===== src/rtl/timebase_counter.sv =====
// Prescaled PWM timebase: up, down, up-down and one-shot counting with registered event pulses.
// Optional shadowed period: define TIMEBASE_SHADOW_PERIOD_EN.
module timebase_counter #(
  parameter int CNT_W     = 16,
  parameter int PRESC_W   = 8,
  parameter int MAX_SHIFT = 15
) (
  input  logic               clk,
  input  logic               rst_n,
  input  logic               en,
  input  logic               count_reset,
  input  logic [1:0]         mode,
  input  logic [PRESC_W-1:0] prescale,
  input  logic [CNT_W-1:0]   period,
  output logic [CNT_W-1:0]   count_val,
  output logic               dir,
  output logic               ovf_pulse,
  output logic               unf_pulse,
  output logic               running
);

  typedef enum logic [1:0] {
    MODE_UP      = 2'b00,
    MODE_DOWN    = 2'b01,
    MODE_UPDN    = 2'b10,
    MODE_ONESHOT = 2'b11
  } mode_e;

  localparam int PS_W = (MAX_SHIFT > 0) ? MAX_SHIFT : 1;
  localparam logic [CNT_W-1:0] CNT_ONE = CNT_W'(1);
  localparam logic [PS_W-1:0]  PS_ONE  = PS_W'(1);

  logic [CNT_W-1:0] r_cnt;
  logic             r_dir;
  logic             r_done;
  logic             r_ovf;
  logic             r_unf;
  logic [PS_W-1:0]  r_presc;

  logic [CNT_W-1:0] w_period;
  logic [31:0]      w_shift;
  logic [PS_W:0]    w_one;
  logic [PS_W:0]    w_term;
  logic             w_step;
  logic [CNT_W-1:0] w_cnt_nx;
  logic             w_dir_nx;
  logic             w_done_nx;
  logic             w_ovf_nx;
  logic             w_unf_nx;
  logic             w_reload;

  // >= rather than == so a prescale reduction mid-count steps at once instead of wrapping.
  assign w_shift = (32'(prescale) > 32'(MAX_SHIFT)) ? 32'(MAX_SHIFT) : 32'(prescale);
  assign w_one   = {{PS_W{1'b0}}, 1'b1} << w_shift;
  assign w_term  = w_one - {{PS_W{1'b0}}, 1'b1};
  assign w_step  = ({1'b0, r_presc} >= w_term);

  always_comb begin
    w_cnt_nx  = r_cnt;
    w_dir_nx  = r_dir;
    w_done_nx = r_done;
    w_ovf_nx  = 1'b0;
    w_unf_nx  = 1'b0;
    w_reload  = 1'b0;
    case (mode)
      MODE_UP: begin
        w_dir_nx = 1'b1;
        if (r_cnt >= w_period) begin
          w_cnt_nx = '0;
          w_ovf_nx = 1'b1;
          w_reload = 1'b1;
        end else begin
          w_cnt_nx = r_cnt + CNT_ONE;
        end
      end
      MODE_DOWN: begin
        w_dir_nx = 1'b0;
        if (r_cnt == '0) begin
          w_cnt_nx = period;
          w_unf_nx = 1'b1;
          w_reload = 1'b1;
        end else begin
          w_cnt_nx = r_cnt - CNT_ONE;
        end
      end
      MODE_UPDN: begin
        if (w_period == '0) begin
          w_cnt_nx = '0;
          w_dir_nx = 1'b1;
          w_ovf_nx = 1'b1;
        end else if (r_dir) begin
          if (r_cnt >= w_period) begin
            w_dir_nx = 1'b0;
            w_cnt_nx = w_period - CNT_ONE;
            w_ovf_nx = 1'b1;
          end else begin
            w_cnt_nx = r_cnt + CNT_ONE;
          end
        end else if (r_cnt == '0) begin
          w_dir_nx = 1'b1;
          w_cnt_nx = CNT_ONE;
          w_unf_nx = 1'b1;
          w_reload = 1'b1;
        end else begin
          w_cnt_nx = r_cnt - CNT_ONE;
        end
      end
      default: begin
        // One-shot: once done, steps are ignored until a clear.
        if (!r_done) begin
          if (r_cnt >= w_period) begin
            w_cnt_nx  = w_period;
            w_ovf_nx  = 1'b1;
            w_done_nx = 1'b1;
          end else begin
            w_cnt_nx = r_cnt + CNT_ONE;
          end
        end
      end
    endcase
  end

  always_ff @(posedge clk or negedge rst_n) begin
    if (!rst_n) begin
      r_cnt   <= '0;
      r_dir   <= 1'b1;
      r_done  <= 1'b0;
      r_ovf   <= 1'b0;
      r_unf   <= 1'b0;
      r_presc <= '0;
    end else if (count_reset) begin
      r_cnt   <= '0;
      r_dir   <= 1'b1;
      r_done  <= 1'b0;
      r_ovf   <= 1'b0;
      r_unf   <= 1'b0;
      r_presc <= '0;
    end else if (!en) begin
      r_ovf   <= 1'b0;
      r_unf   <= 1'b0;
      r_presc <= '0;
    end else if (w_step) begin
      r_cnt   <= w_cnt_nx;
      r_dir   <= w_dir_nx;
      r_done  <= w_done_nx;
      r_ovf   <= w_ovf_nx;
      r_unf   <= w_unf_nx;
      r_presc <= '0;
    end else begin
      r_ovf   <= 1'b0;
      r_unf   <= 1'b0;
      r_presc <= r_presc + PS_ONE;
    end
  end

`ifdef TIMEBASE_SHADOW_PERIOD_EN
  // Shadow only reloads at cycle boundaries so a mid-cycle write never truncates a cycle.
  logic [CNT_W-1:0] r_period;

  always_ff @(posedge clk or negedge rst_n) begin
    if (!rst_n) begin
      r_period <= '0;
    end else if (count_reset || !en || (w_step && w_reload)) begin
      r_period <= period;
    end
  end

  assign w_period = r_period;
`else
  logic w_reload_unused;

  assign w_period        = period;
  assign w_reload_unused = w_reload;
`endif

  assign count_val = r_cnt;
  assign dir       = r_dir;
  assign ovf_pulse = r_ovf;
  assign unf_pulse = r_unf;
  assign running   = en && !r_done;

endmodule


===== config.mk =====
export PLATFORM = sky130hd
export DESIGN_NAME = timebase_counter
export DESIGN_NICKNAME = d
export VERILOG_FILES = /design/src/rtl/timebase_counter.sv
export SDC_FILE = /design/constraint.sdc
export NUM_CORES = 1
export LEC_CHECK = 0
export ABC_AREA = 1
export CORE_MARGIN = 10
export CORE_UTILIZATION = 35
export CTS_CLUSTER_DIAMETER = 30
export DETAILED_ROUTE_END_ITERATION = 6
export GPL_ROUTABILITY_DRIVEN = 1
export GPL_TIMING_DRIVEN = 0
export PLACE_DENSITY = 0.57
export SLEW_MARGIN = 25
export SYNTH_ARGS = -nofsm -noshare
export SYNTH_HDL_FRONTEND = slang
export SYNTH_SLANG_ARGS = --single-unit

===== constraint.sdc =====
create_clock -name clk -period 1.87 [get_ports clk]
set_clock_uncertainty 0.05 [all_clocks]
set_input_delay 0.561 -clock clk [delete_from_list [all_inputs] [get_ports clk]]
set_output_delay 0.561 -clock clk [all_outputs]
set_load 0.02 [all_outputs]

## Word-level counts from Yosys, hierarchy flattened

Index checks and enable logic that the tools add are counted.

| operators by class | value |
|---|---|
| add/subtract/negate cells | 5 |
| magnitude comparators | 3 |
| equality and inequality tests | 4 |
| shift operators | 1 |
| multiplexer cells | 43 |
| reductions and logical operators | 12 |

Operators by type and width:

| kind | count |
|---|---|
| $mux 16 | 11 |
| $pmux 16 s3 | 1 |
| $sub 16x1->16 const B | 3 |
| $mux 15 | 3 |
| $logic_not 16->1 | 2 |
| $mux 1 | 24 |
| $add 16x1->16 const B | 1 |
| $ge 15x16->1 | 1 |
| $ge 16x16->1 | 1 |
| $shl 1x8->16 const A | 1 |
| $add 15x1->15 const B | 1 |
| $reduce_and 3->1 | 3 |
| $gt 8x4->1 const B | 1 |
| $mux 8 | 1 |
| $pmux 1 s3 | 2 |
| $ne 5x2->1 const B | 1 |
| $reduce_bool 2->1 | 2 |
| $reduce_bool 4->1 | 1 |
| $reduce_or 3->1 | 1 |
| $eq 2x1->1 const B | 1 |
| $eq 2x2->1 const B | 1 |
| $logic_not 2->1 | 1 |
| $ne 2x1->1 const B | 1 |
| $pmux 1 s2 | 1 |
| 2 further kinds | 2 |

| word-level totals | value |
|---|---|
| register bits | 35 |
| input bits | 30 |
| output and inout bits | 20 |
| logic and storage cells | 74 |

## Logic depth before layout (Yosys ltp)

| depth | value |
|---|---|
| depth in word-level cells | 8 |
| depth in mapped cells | 23 |
| mapped depth without buffers | 22 |

## Least setup slack after synthesis

No wires, ideal clock.

| timing path | value |
|---|---|
| path type | input to register |
| start point | input prescale[5] |
| end point | register r_cnt[10] (netlist: count_val[10]) |
| library setup time | 0.066 ns |
| arrival | 3.259 ns |
| data required time | 1.754 ns |
| path slack | -1.505 ns |
| cell stages on the path | 23 |
| buffers on the path | 1 |
| cells stage by stage | nor2_1 nand2_1 nor2_1 inv_1 nor2_1 nand3_1 ha_1 nand2_1 nor2_1 nand2_1 xor2_1 ha_1 nand2_1 o21bai_1 a21oi_1 nor2_1 nand4_2 nand2_2 nor2_4 inv_2 buf_6 nand2_1 nand2_1 |

| between the ends | value |
|---|---|
| cells in the longest elaborated chain, start to end | 7 |

RTL lines:

| what | RTL line | RTL |
|---|---|---|
| start, declared | 13 | `input logic [PRESC_W-1:0] prescale,` |
| $gt 8x4->1 | 53 | `assign w_shift = (32'(prescale) > 32'(MAX_SHIFT)) ? 32'(MAX_SHIFT) : 32'(prescale);` |
| $mux 8 (*) | 53 |  |
| $shl 1x8->16 (*) | 54 | `assign w_one = {{PS_W{1'b0}}, 1'b1} << w_shift;` |
| $sub 16x1->16 (*) | 55 | `assign w_term = w_one - {{PS_W{1'b0}}, 1'b1};` |
| $ge 15x16->1 (*) | 56 | `assign w_step = ({1'b0, r_presc} >= w_term);` |
| $reduce_bool 2->1 (no source line) (*) | -- |  |
| $reduce_and 3->1 (no source line) (*) | -- |  |
| end signal, assigned | 143 | `r_cnt <= w_cnt_nx;` |
| end, declared | 33 | `logic [CNT_W-1:0] r_cnt;` |

Mark *: on every way between the ends. The rest lies on a longest branch, timed or not.
A chain may end at the register's enable or synchronous reset.

## Worst setup path after layout

| timing path | value |
|---|---|
| start point | input prescale[7] |
| end point | register r_cnt[12] (netlist: count_val[12]) |

The elaborated chain is that of the path after synthesis.

==> reports/results.tsv <==
stage	metric	value	unit
run_status	status	finished, violations left	
run_status	violations	negative setup slack	
clock_network	root_buffer	clkbuf_16	
worst_setup_path	crit_arrival	3.37	ns
grt	grt_pass1_vias	5074	
clock_network	cts.sinks	35	
worst_setup_path	rr_startpoint	count_val[0]$_DFFE_PN0P_	
clock_network	htreeDepth	2	
worst_setup_path	crit_chain	buf_6 -> nor2_4 -> nand2_4 -> nor2_4 -> inv_4 -> nor2_4 -> buf_4 -> buf_4 -> buf_4 -> nand3_1 -> xor2_1 -> ha_1 -> nand2_2 -> nor3_4 -> nand3_2 -> nand4_4 -> nand2_4 -> nor2_4 -> inv_4 -> buf_12 -> buf_12 -> nand2_2 -> nand2_2	
clock_network	cts_max_path_buffers	2	
timing	rsz0062_at_grt	true	
worst_setup_path	path_class	in -> reg	
drt	dr.pass1.iters	5	
power_and_ir_drop	p_sw_frac	0.4589	
worst_setup_path	r2r_setup_slack	-0.94	ns
worst_setup_path	rr_worst_depth	15	
synth	async_flop_share	1.000	
timing	fin_crit	3.226	ns
run	maxCapViolations	0	
floorplanning	rows	42	
drt	vias	5556	
placed_design	placed_cell_area	5619	sq um
finish	num_antenna_cells	0	
drt	routed_wl	18.46	mm
floorplanning	start_util	0.3598	
placed_design	port_buffers	49	
drt	vias_per_cell	5.281	
power_and_ir_drop	p_leak	0.003145	uW
worst_setup_path	slowest_stage	ha_1	
drt	drt_iter0_drc	545	
clock_network	clk_pin_slew	0.07	ns
floorplanning	io_pins	50	
worst_setup_path	cp.required	2.01	ns
synth	syn_area	4802	sq um
worst_setup_path	cp_top_family	simple AND/OR/NAND/NOR gates	
power_and_ir_drop	p_int	2464	uW
worst_setup_path	worstPathMaxFanout	5	
floorplanning	die_area	18810	sq um
power_and_ir_drop	netSwitchingPower	2089	uW
drt	routedWlPerCell	17.54	um
grt	antenna_found_initial	0	
timing	fmax	310.0	MHz
worst_setup_path	start_kind	primary input	
floorplanning	core	13350	sq um
placed_design	gp_congestion	0.9666	
synth	yosysUniqueCellTypes	41	
synth	seq_area_frac_synth	0.1826	
synth	synth_warnings	0	
placed_design	hpwl	13.26	mm
placed_design	place_inst	1011	
timing	slew_headroom	0.5128	
worst_setup_path	crit_top_cell	nor2_4	
synth	synth_seq_cells	35	
clock_network	cts_buffers	5	
synth	synth_edf_count	0	
synth	synth_cells	785	
finish	final_layout_size_suffix_gt1_frac	0.2180	
grt	grt_usage	0.1941	
finish	final_nets	947	
drt	postRouteAntennaNets	0	
worst_setup_path	cp.buffers_inverters	8	
synth	synth_nets	857	
worst_setup_path	slowest_delay	0.31	ns
worst_setup_path	crit_path_start	prescale[7]	
power_and_ir_drop	power.share.clock	0.253	
finish	syn_to_final_growth	35.10	%
clock_network	cts_tree	yes	
placed_design	detailedPlace.worstSlack	-2.390	ns
synth	ys.flop_type	dfrtp_1	
worst_setup_path	endpoint_kind	register	
worst_setup_path	timing.rr.end	count_val[12]$_DFFE_PN0P_	
clock_network	worstSkewPairLatency	0.30	ns
timing	finalSetupViolations	35	
floorplanning	fp.dieW	137.1	um
timing	hold_viol	0	
synth	syn_avg_cell_area	6.117	sq um
grt	grt-busiest-layer	met2	
finish	design_area	6487	sq um
grt	grt_use_met3	0.02969	
power_and_ir_drop	ir_drop	0.0004287	V
finish	final-instance-count-excl-fill	1052	
power_and_ir_drop	seqPwrFrac	0.211	
timing	post-route-period-util	1.725	
grt	grt_use_met2	0.2922	
grt	grt_max_degree	22	
floorplanning	die_h	137.1	um
power_and_ir_drop	share_comb_of_total_power	0.536	
timing	drv_slew	0	
drt	remaining_drc_errors	0	
grt	grt_pass1_wl	28.41	mm
timing	worst_slew_pin_slew	0.7308	ns
timing	postLayoutSetupSlackWorst	-1.356	ns
power_and_ir_drop	power_density	701.8	nW/um^2
finish	num-fill-cells	1430	
worst_setup_path	cp.depth	23	
grt	grt_use_met1	0.2781	
grt	grt-ovfl-total	0	
hold_path	hold_class	in -> async	
-- layout by cell type (no fill, tap or decap), types with 22 or more instances in the layout --
cell and n:
a21oi_1 49, buf_4 28, dfrtp_1 30, ha_1 41, inv_1 64, nand2_1 213, nand3_1 79, nor2_1 64
nor2_4 22, xor2_1 26
-- synth_stat cells (2+ instances only) --
master	number	area [sq um]
o21ai_0	17	85.08
nand3_2	3	30.03
nand3_1	99	495.5
nor3_1	7	35.03
buf_4	6	45.04
o21a_1	2	15.01
ha_1	42	525.5
inv_2	11	41.29
nor3_2	3	30.03
nor2_4	9	101.4
nor2_2	11	68.82
clkbuf_1	6	22.52
o21bai_1	2	15.01
buf_6	4	45.04
xnor2_1	7	61.31
xor2_1	27	236.5
nor3b_1	2	15.01
a21oi_1	50	250.2
clkinv_1	4	15.01
inv_1	67	251.5
nand2_2	4	25.02
o21ai_1	14	70.07
a211oi_1	3	22.52
buf_2	5	25.02
nand4_1	16	100.1
nor2_1	86	322.8
nand2_1	231	867.1
dfrtp_1	34	850.8
-- layout make-up --
cell class,instances,area (sq um),area share
Multi-Input combinational cell,646,3882,0.5985
Sequential cell,35,882.1,0.1360
Timing Repair Buffer,83,835.8,0.1288
Inverter,82,315.3,0.04860
Tap cell,176,220.2,0.03394
Buffer,22,162.7,0.02507
Clock buffer,6,128.9,0.01987
Clock inverter,2,60.06,0.009257
-- power by group through the flow --
| stage | combinational, uW | clock (uW) | sequential [uW] |
|---|---|---|---|
| 2_1_floorplan | 1510 | 0 | 1010 |
| 3_3_place_gp | 2270 | 0 | 967 |
| 3_5_place_dp | 2270 | 0 | 967 |
| 4_1_cts | 2330 | 1170 | 958 |
| 5_1_grt | 2700 | 1190 | 976 |
| 6_report | 2440 | 1150 | 961 |
-- registers in the layout, indices dropped and copies added (netlist names) --
signal	flops
ovf_pulse	1
count_val	16
unf_pulse	1
r_done	1
r_presc	15
dir	1
-- logic make-up (layout without fill, tap and decap cells) --
family,count (synthesis),count (layout),share of synthesized area
AOI/OAI and AO/OA,94,94,0.1058
xor gates and xnor gates,34,34,0.06201
adders and majority gates,42,42,0.1094
buffers and inverters,104,195,0.09353
DFF,35,35,0.1826
and+or+nand+nor,476,476,0.4466
-- how the worst max path moves through the flow --
stage | endpoint | slack (ns)
floorplan | count_val[10]$_DFFE_PN0P_ | -1.31
global placement | count_val[13]$_DFFE_PN0P_ | -2.40
detailed placement | count_val[9]$_DFFE_PN0P_ | -2.39
CTS | count_val[12]$_DFFE_PN0P_ | -1.26
global route | count_val[10]$_DFFE_PN0P_ | -1.51
finish | count_val[12]$_DFFE_PN0P_ | -1.36
-- metrics by stage --
step | TNS (ns) | hold slack, ns | utilization | power (uW)
finish | -44.05 | 0.1302 | 0.4860 | 4553
global route | -49.72 | 0.1796 | 0.4860 | 4860
CTS | -40.34 | 0.1581 | 0.4656 | 4456
detailed placement | -75.02 | 0.4604 | 0.4210 | 3232
global placement | -104.05 | 0.4414 | 0.4193 | 3233
floorplan | -38.55 | 0.2154 | - | 2517
-- worst register-to-register path, cell delays in order, from the launching register on --
cell and delay, ns:
dfrtp_1 0.51, inv_2 0.13, ha_1 0.29, nand2_1 0.06, nand3_1 0.07, nand2_1 0.06, nand2_1 0.09, nand2_1 0.07
nand2_1 0.08, nand2_1 0.16, clkbuf_1 0.54, nand3_1 0.22, nand3_1 0.14, nand2_1 0.10, nand3_4 0.09, nand2_2 0.05
-- per-layer routing --
layer,share of wire,up-vias
met5,0,-
met4,0.021,0
li1,-,2759
met3,0.076,28
met1,0.47,2548
met2,0.43,221
-- timing repair --
item                       4_1_cts  5_1_grt
hold buffers                     0        0
setup endpoints to repair       53       37
setup buffers                   21       11
hold endpoints to repair         0        0
resized for setup              111       40
gates cloned                     1        1
pin swaps                       28       34
Note: power is estimated with default switching activity, not from simulation.
